==> src/rtl/fp_add_sched_if.sv <==
// Bundle between fp_add_sched, its two requesters and the shared fp_add.
// The slave modport is the scheduler's view; master is the environment's view.
interface fp_add_sched_if #(
  parameter int W   = 32,
  parameter int RMW = 3
);
  logic           req0_valid, req1_valid;
  logic           req0_ready, req1_ready;
  logic [W-1:0]   req0_a, req0_b, req1_a, req1_b;
  logic [RMW-1:0] req0_rm, req1_rm;
  logic [W-1:0]   add_in1, add_in2;
  logic [RMW-1:0] add_round_m;
  logic [W-1:0]   add_out;
  logic           add_ov, add_un, add_inv, add_inexact;
  logic           rsp0_valid, rsp1_valid;
  logic [W-1:0]   rsp_data;
  logic [3:0]     rsp_flags;
  logic           busy;

  modport slave (
    input  req0_valid, req1_valid, req0_a, req0_b, req1_a, req1_b,
           req0_rm, req1_rm, add_out, add_ov, add_un, add_inv, add_inexact,
    output req0_ready, req1_ready, add_in1, add_in2, add_round_m,
           rsp0_valid, rsp1_valid, rsp_data, rsp_flags, busy
  );

  modport master (
    output req0_valid, req1_valid, req0_a, req0_b, req1_a, req1_b,
           req0_rm, req1_rm, add_out, add_ov, add_un, add_inv, add_inexact,
    input  req0_ready, req1_ready, add_in1, add_in2, add_round_m,
           rsp0_valid, rsp1_valid, rsp_data, rsp_flags, busy
  );
endinterface

==> src/rtl/fp_add_sched.sv <==
// Two-requester scheduler for a shared two-stage fp_add: round-robin grant,
// rounding-mode hazard interlock, fixed 3-cycle response tagging.
module fp_add_sched #(
  parameter int W   = 32,
  parameter int RMW = 3
) (
  input logic           clk,
  input logic           rst,
  fp_add_sched_if.slave bus
);
  typedef enum logic [1:0] {IDLE = 2'd0, RUN = 2'd1, STALL = 2'd2} state_t;

  state_t         state_reg, state_next;
  logic [W-1:0]   in1_reg, in2_reg;
  logic [RMW-1:0] rm_reg;
  logic           ptr_reg;
  logic [2:0]     tag_v_reg, tag_id_reg;
  logic [1:0]     cnt_reg, cnt_next;
  logic           hazard, elig0, elig1, grant0, grant1, accept, rsp_any;
  logic [W-1:0]   sel_a, sel_b;
  logic [RMW-1:0] sel_rm;

  // In RUN, rm_reg is the rm of the op now in fp_add stage 1; it must not change yet.
  assign hazard = (state_reg == RUN);
  assign elig0  = bus.req0_valid && !(hazard && (bus.req0_rm != rm_reg));
  assign elig1  = bus.req1_valid && !(hazard && (bus.req1_rm != rm_reg));
  assign grant0 = !rst && elig0 && (!elig1 || !ptr_reg);
  assign grant1 = !rst && elig1 && (!elig0 || ptr_reg);
  assign accept = grant0 || grant1;

  assign sel_a  = grant1 ? bus.req1_a  : bus.req0_a;
  assign sel_b  = grant1 ? bus.req1_b  : bus.req0_b;
  assign sel_rm = grant1 ? bus.req1_rm : bus.req0_rm;

  assign rsp_any = tag_v_reg[2];

  always_comb begin
    state_next = state_reg;
    cnt_next   = cnt_reg;
    case (state_reg)
      IDLE:    state_next = accept ? RUN : IDLE;
      RUN: begin
        if (accept)
          state_next = RUN;
        else if (bus.req0_valid || bus.req1_valid)
          state_next = STALL;
        else
          state_next = IDLE;
      end
      STALL:   state_next = accept ? RUN : IDLE;
      default: state_next = IDLE;
    endcase
    if (accept && !rsp_any)
      cnt_next = cnt_reg + 2'd1;
    else if (!accept && rsp_any)
      cnt_next = cnt_reg - 2'd1;
  end

  always_ff @(posedge clk or posedge rst) begin
    if (rst) begin
      state_reg  <= IDLE;
      in1_reg    <= '0;
      in2_reg    <= '0;
      rm_reg     <= '0;
      ptr_reg    <= 1'b0;
      tag_v_reg  <= '0;
      tag_id_reg <= '0;
      cnt_reg    <= '0;
    end else begin
      state_reg <= state_next;
      cnt_reg   <= cnt_next;
      // Operand registers hold through bubbles so fp_add stage 2 keeps its rm.
      if (accept) begin
        in1_reg <= sel_a;
        in2_reg <= sel_b;
        rm_reg  <= sel_rm;
        ptr_reg <= ~grant1;
      end
      tag_v_reg  <= {tag_v_reg[1:0], accept};
      tag_id_reg <= {tag_id_reg[1:0], grant1};
    end
  end

  assign bus.req0_ready  = grant0;
  assign bus.req1_ready  = grant1;
  assign bus.add_in1     = in1_reg;
  assign bus.add_in2     = in2_reg;
  assign bus.add_round_m = rm_reg;
  assign bus.rsp0_valid  = tag_v_reg[2] && !tag_id_reg[2];
  assign bus.rsp1_valid  = tag_v_reg[2] && tag_id_reg[2];
  assign bus.rsp_data    = bus.add_out;
  assign bus.rsp_flags   = {bus.add_ov, bus.add_un, bus.add_inv, bus.add_inexact};
  assign bus.busy        = (cnt_reg != 2'd0);
endmodule

==> src/flat_wrapper.sv <==
// flat-port wrapper written by rule: the top's interface ports become plain ports
module fp_add_sched_flat 
#(
  parameter int W   = 32,
  parameter int RMW = 3
)
  (clk, rst, bus_req0_valid, bus_req1_valid, bus_req0_a, bus_req0_b, bus_req1_a, bus_req1_b, bus_req0_rm, bus_req1_rm, bus_add_out, bus_add_ov, bus_add_un, bus_add_inv, bus_add_inexact, bus_req0_ready, bus_req1_ready, bus_add_in1, bus_add_in2, bus_add_round_m, bus_rsp0_valid, bus_rsp1_valid, bus_rsp_data, bus_rsp_flags, bus_busy);
  fp_add_sched_if #(.W(W), .RMW(RMW)) bus_i ();
  input logic clk;
  input logic rst;
  input wire logic [$bits(bus_i.req0_valid)-1:0] bus_req0_valid;
  input wire logic [$bits(bus_i.req1_valid)-1:0] bus_req1_valid;
  input wire logic [$bits(bus_i.req0_a)-1:0] bus_req0_a;
  input wire logic [$bits(bus_i.req0_b)-1:0] bus_req0_b;
  input wire logic [$bits(bus_i.req1_a)-1:0] bus_req1_a;
  input wire logic [$bits(bus_i.req1_b)-1:0] bus_req1_b;
  input wire logic [$bits(bus_i.req0_rm)-1:0] bus_req0_rm;
  input wire logic [$bits(bus_i.req1_rm)-1:0] bus_req1_rm;
  input wire logic [$bits(bus_i.add_out)-1:0] bus_add_out;
  input wire logic [$bits(bus_i.add_ov)-1:0] bus_add_ov;
  input wire logic [$bits(bus_i.add_un)-1:0] bus_add_un;
  input wire logic [$bits(bus_i.add_inv)-1:0] bus_add_inv;
  input wire logic [$bits(bus_i.add_inexact)-1:0] bus_add_inexact;
  output wire logic [$bits(bus_i.req0_ready)-1:0] bus_req0_ready;
  output wire logic [$bits(bus_i.req1_ready)-1:0] bus_req1_ready;
  output wire logic [$bits(bus_i.add_in1)-1:0] bus_add_in1;
  output wire logic [$bits(bus_i.add_in2)-1:0] bus_add_in2;
  output wire logic [$bits(bus_i.add_round_m)-1:0] bus_add_round_m;
  output wire logic [$bits(bus_i.rsp0_valid)-1:0] bus_rsp0_valid;
  output wire logic [$bits(bus_i.rsp1_valid)-1:0] bus_rsp1_valid;
  output wire logic [$bits(bus_i.rsp_data)-1:0] bus_rsp_data;
  output wire logic [$bits(bus_i.rsp_flags)-1:0] bus_rsp_flags;
  output wire logic [$bits(bus_i.busy)-1:0] bus_busy;
  assign bus_i.req0_valid = bus_req0_valid;
  assign bus_i.req1_valid = bus_req1_valid;
  assign bus_i.req0_a = bus_req0_a;
  assign bus_i.req0_b = bus_req0_b;
  assign bus_i.req1_a = bus_req1_a;
  assign bus_i.req1_b = bus_req1_b;
  assign bus_i.req0_rm = bus_req0_rm;
  assign bus_i.req1_rm = bus_req1_rm;
  assign bus_i.add_out = bus_add_out;
  assign bus_i.add_ov = bus_add_ov;
  assign bus_i.add_un = bus_add_un;
  assign bus_i.add_inv = bus_add_inv;
  assign bus_i.add_inexact = bus_add_inexact;
  assign bus_req0_ready = bus_i.req0_ready;
  assign bus_req1_ready = bus_i.req1_ready;
  assign bus_add_in1 = bus_i.add_in1;
  assign bus_add_in2 = bus_i.add_in2;
  assign bus_add_round_m = bus_i.add_round_m;
  assign bus_rsp0_valid = bus_i.rsp0_valid;
  assign bus_rsp1_valid = bus_i.rsp1_valid;
  assign bus_rsp_data = bus_i.rsp_data;
  assign bus_rsp_flags = bus_i.rsp_flags;
  assign bus_busy = bus_i.busy;
  fp_add_sched #(.W(W), .RMW(RMW)) u_core (.clk(clk), .rst(rst), .bus(bus_i));
endmodule
==> config.mk <==
export PLATFORM = sky130hd
export DESIGN_NAME = fp_add_sched_flat
export DESIGN_NICKNAME = d
export VERILOG_FILES = /design/src/rtl/fp_add_sched_if.sv /design/src/rtl/fp_add_sched.sv /design/src/flat_wrapper.sv
export SDC_FILE = /design/constraint.sdc
export NUM_CORES = 1
export LEC_CHECK = 0
export ABC_AREA = 1
export BUFFER_PORTS_ARGS = -buffer_cell sky130_fd_sc_hd__buf_2
export CORE_AREA = 2 2 111 113
export CTS_CLUSTER_DIAMETER = 60
export DETAILED_ROUTE_END_ITERATION = 7
export DIE_AREA = 0 0 113 115
export PLACE_DENSITY = 0.71
export SLEW_MARGIN = 20
export SYNTH_ARGS = -nofsm -noshare
export SYNTH_HDL_FRONTEND = slang
export SYNTH_SLANG_ARGS = --single-unit
==> constraint.sdc <==
create_clock -name clk -period 8.23 [get_ports clk]
set_clock_uncertainty 0.1 [all_clocks]
set_input_delay 0 -clock clk [delete_from_list [all_inputs] [get_ports clk]]
set_output_delay 0 -clock clk [all_outputs]
set_load 0.01 [all_outputs]
==> impl_metrics.env <==
export IMPL_reg2reg_slack_ns=4.71
export IMPL_area_growth_synth_to_final_pct=63.63
export IMPL_violations="DRC"
export IMPL_finalSetupViolCount=0
export IMPL_ys_warn_count=0
export IMPL_synthDistinctLibCells=23
export IMPL_period_minus_slack_ns=3.864
export IMPL_cp_end_kind="register"
export IMPL_synth_edf_count=0
export IMPL_hpwl_microns=8442
export IMPL_clkSlewWorstSetupHoldPaths_ns=0.06
export IMPL_r2r_start="u_core.bus.add_round_m[0]$_DFFE_PP0N_"
export IMPL_post_route_util=0.6257
export IMPL_die_width_microns=113
export IMPL_synth_cells=604
export IMPL_instances_no_fill=1084
export IMPL_rsz0062_at_grt="no"
export IMPL_drive_gt1_frac=0.2551
export IMPL_start_util=0.3824
export IMPL_cp_required_ns=8.34
export IMPL_htree_levels=3
export IMPL_seq_area_frac_synth=0.4321
export IMPL_fmax_mhz=258.8
export IMPL_hold_viol_final=0
export IMPL_final_period_utilization=0.4695
export IMPL_via_per_inst=4.756
export IMPL_row_count=40
export IMPL_hold_ws_ns=0.1340
export IMPL_synthTopCellsByArea="dfrtp_1, nor2_1, nand3b_1"
export IMPL_p_per_area_mw_per_mm2=231.1
export IMPL_clockBufferDepth=2
export IMPL_overflow=0
export IMPL_first_pass_iters=8
export IMPL_netlist_area_sq_mm=0.004517
export IMPL_synthArstFlopShare=1.000
export IMPL_setup_slack_ns=4.366
export IMPL_reg2reg_to="u_core.bus.add_in2[31]$_DFFE_PP0N_"
export IMPL_core_area_sq_mm=0.01181
export IMPL_drt_wl_total_microns=15560
export IMPL_status="finished with violations"
export IMPL_drt_iter0_drc=345
export IMPL_grt_pass1_vias=5104
export IMPL_cts_tree="built"
export IMPL_synth_avg_cell_area_sq_um=7.478
export IMPL_worst_path_max_fanout=80
export IMPL_whs_path_depth=6
export IMPL_diodes=0
export IMPL_worst_r2r_cell_count=12
export IMPL_cp_data_arrival_time_ns=3.98
export IMPL_drc_errors=19
export IMPL_ant_nets=0
export IMPL_drv_slew=0
export IMPL_antenna_found_initial=0
export IMPL_leakagePower_nw=3.849
export IMPL_port_buffers=209
export IMPL_clk_latency_ns=0.33
export IMPL_num_vias=5156
export IMPL_preCtsSetupSlack_ns=4.860
export IMPL_grt_use_total=0.2270
export IMPL_tns_ns=0
export IMPL_critical_path_class="primary input to register"
export IMPL_num_io_pins=282
export IMPL_synth_flop_cell="dfrtp_1"
export IMPL_min_path_type="primary input to register"
export IMPL_synth_top_area_share=0.4321
export IMPL_gp_congestion=0.8013
export IMPL_die_area_sq_mm=0.01300
export IMPL_nets=1107
export IMPL_grt_max_degree=81
export IMPL_wire_per_inst_microns=14.36
export IMPL_dpl_cell_count=895
export IMPL_ys_seq_elements=78
export IMPL_cts_root_buffer="clkbuf_16"
export IMPL_timing_max_cap_violations=0
export IMPL_cts_buffers_inserted=9
export IMPL_grt_pass1_wl_microns=23760
export IMPL_yosys_area_top_type="dfrtp_1"
export IMPL_tightestPinTransition_ns=0.8583
export IMPL_clock_sinks=78
export IMPL_crit_path_start_kind="primary input"
export IMPL_ir_drop_v=0.0001174
export IMPL_synth_fp_nets=779
export IMPL_worstHoldEndpoint="u_core.tag_v_reg[0]$_DFF_PP0_"
export IMPL_fp_dieH_microns=115
export IMPL_hp_start="bus_req1_rm[1]"
export IMPL_postCtsSetupRepairBufs=0
export IMPL_relSlewSlack=0.4271
[per-layer routing]
| metal | vias up | part of all wire | GRT usage |
|---|---|---|---|
| li1 | 2478 | - | - |
| met1 | 2373 | 0.38 | 0.2545 |
| met2 | 262 | 0.52 | 0.4259 |
| met3 | 43 | 0.078 | 0.04797 |
| met4 | 0 | 0.027 | 0.08049 |
| met5 | - | 0 | 0 |
[cell families (layout without fill, tap and decap cells)]
kind of cell / count (synthesis) / after routing / share of synthesized area
and+or+nand+nor: 364 / 364 / 0.3806
buffers and inverters: 151 / 484 / 0.1693
DFF: 78 / 78 / 0.4321
AOI/OAI and AO/OA: 6 / 6 / 0.007479
xor gates and xnor gates: 4 / 4 / 0.007758
adders and majority gates: 1 / 1 / 0.002770
[synthesized netlist by cell type, types with 2 or more instances]
master,count
clkbuf_1,10
buf_2,14
inv_1,76
nand3_1,73
o21ai_0,2
nand2_1,85
nand3_2,2
inv_2,4
buf_6,3
nor2_1,137
buf_1,2
nand3b_1,65
xnor2_1,3
buf_4,42
dfrtp_1,78
[cell type report]
| cell class | instances | area (sq um) |
|---|---|---|
| flip-flops and latches | 78 | 1952 |
| inverters | 80 | 301.5 |
| repair buffers | 388 | 2826 |
| well taps | 147 | 183.9 |
| fillers | 1006 | 4420 |
| multi-input cells | 375 | 1810 |
| clock inverters | 4 | 70.07 |
| clock buffers | 12 | 246.5 |
[what timing repair did]
action / CTS / global route
setup endpoints to repair: 0 / 0
gates resized for setup: 0 / 0
hold buffers: 173 / 0
hold endpoints to repair: 184 / 0
[placed cells by master, fill, tap and decap left out]
master / count
a21oi_1: 1
nand3b_1: 65
o21a_1: 1
buf_2: 209
xor2_1: 1
nand2_1: 85
ha_1: 1
buf_4: 5
nand3_2: 3
clkinv_2: 3
dlygate4sd3_1: 173
clkbuf_8: 1
a31oi_1: 1
o21ai_1: 1
nor2_4: 1
clkbuf_16: 9
nand3_1: 72
bufinv_16: 2
nand2_2: 1
inv_2: 4
dfrtp_1: 78
nor2_1: 137
buf_6: 1
xnor2_1: 3
o21ai_0: 2
clkbuf_1: 2
inv_1: 75
[critical path, stage by stage]
cell and delay, ns:
dlygate4sd3_1 0.53, buf_2 0.15, clkinv_2 0.05, buf_6 0.54, nand3_2 0.80, inv_2 0.21
nand2_2 0.34, buf_4 0.41, nor2_1 0.20, nor2_1 0.08, dlygate4sd3_1 0.56
[worst max-delay path by stage]
stage                                                     to  startpoint  cells past startpoint
after floorplan                u_core.cnt_reg[1]$_DFFE_PP0P_         rst                      8
after detailed placement  u_core.bus.add_in2[24]$_DFFE_PP0N_         rst                      9
after CTS                  u_core.bus.add_in1[3]$_DFFE_PP0N_         rst                     11
after global placement    u_core.bus.add_in1[10]$_DFFE_PP0N_         rst                      9
final                     u_core.bus.add_in2[31]$_DFFE_PP0N_         rst                     11
after global routing      u_core.bus.add_in2[31]$_DFFE_PP0N_         rst                     11
[through the flow]
step / cell area (sq um) / power, mW
6_report: 7391 / 1.708
5_1_grt: 7391 / 1.815
4_1_cts: 7387 / 1.698
3_5_place_dp: 5339 / 1.079
3_3_place_gp: 5339 / 1.072
2_1_floorplan: 4517 / 0.8970
[power by group]
group / internal [mW] / switching (mW) / total [mW]
registers: 0.499 / 0.0577 / 0.557
logic: 0.379 / 0.347 / 0.727
clock network: 0.273 / 0.151 / 0.425
total: 1.15 / 0.557 / 1.71
Power figures use the tool's default switching activity.
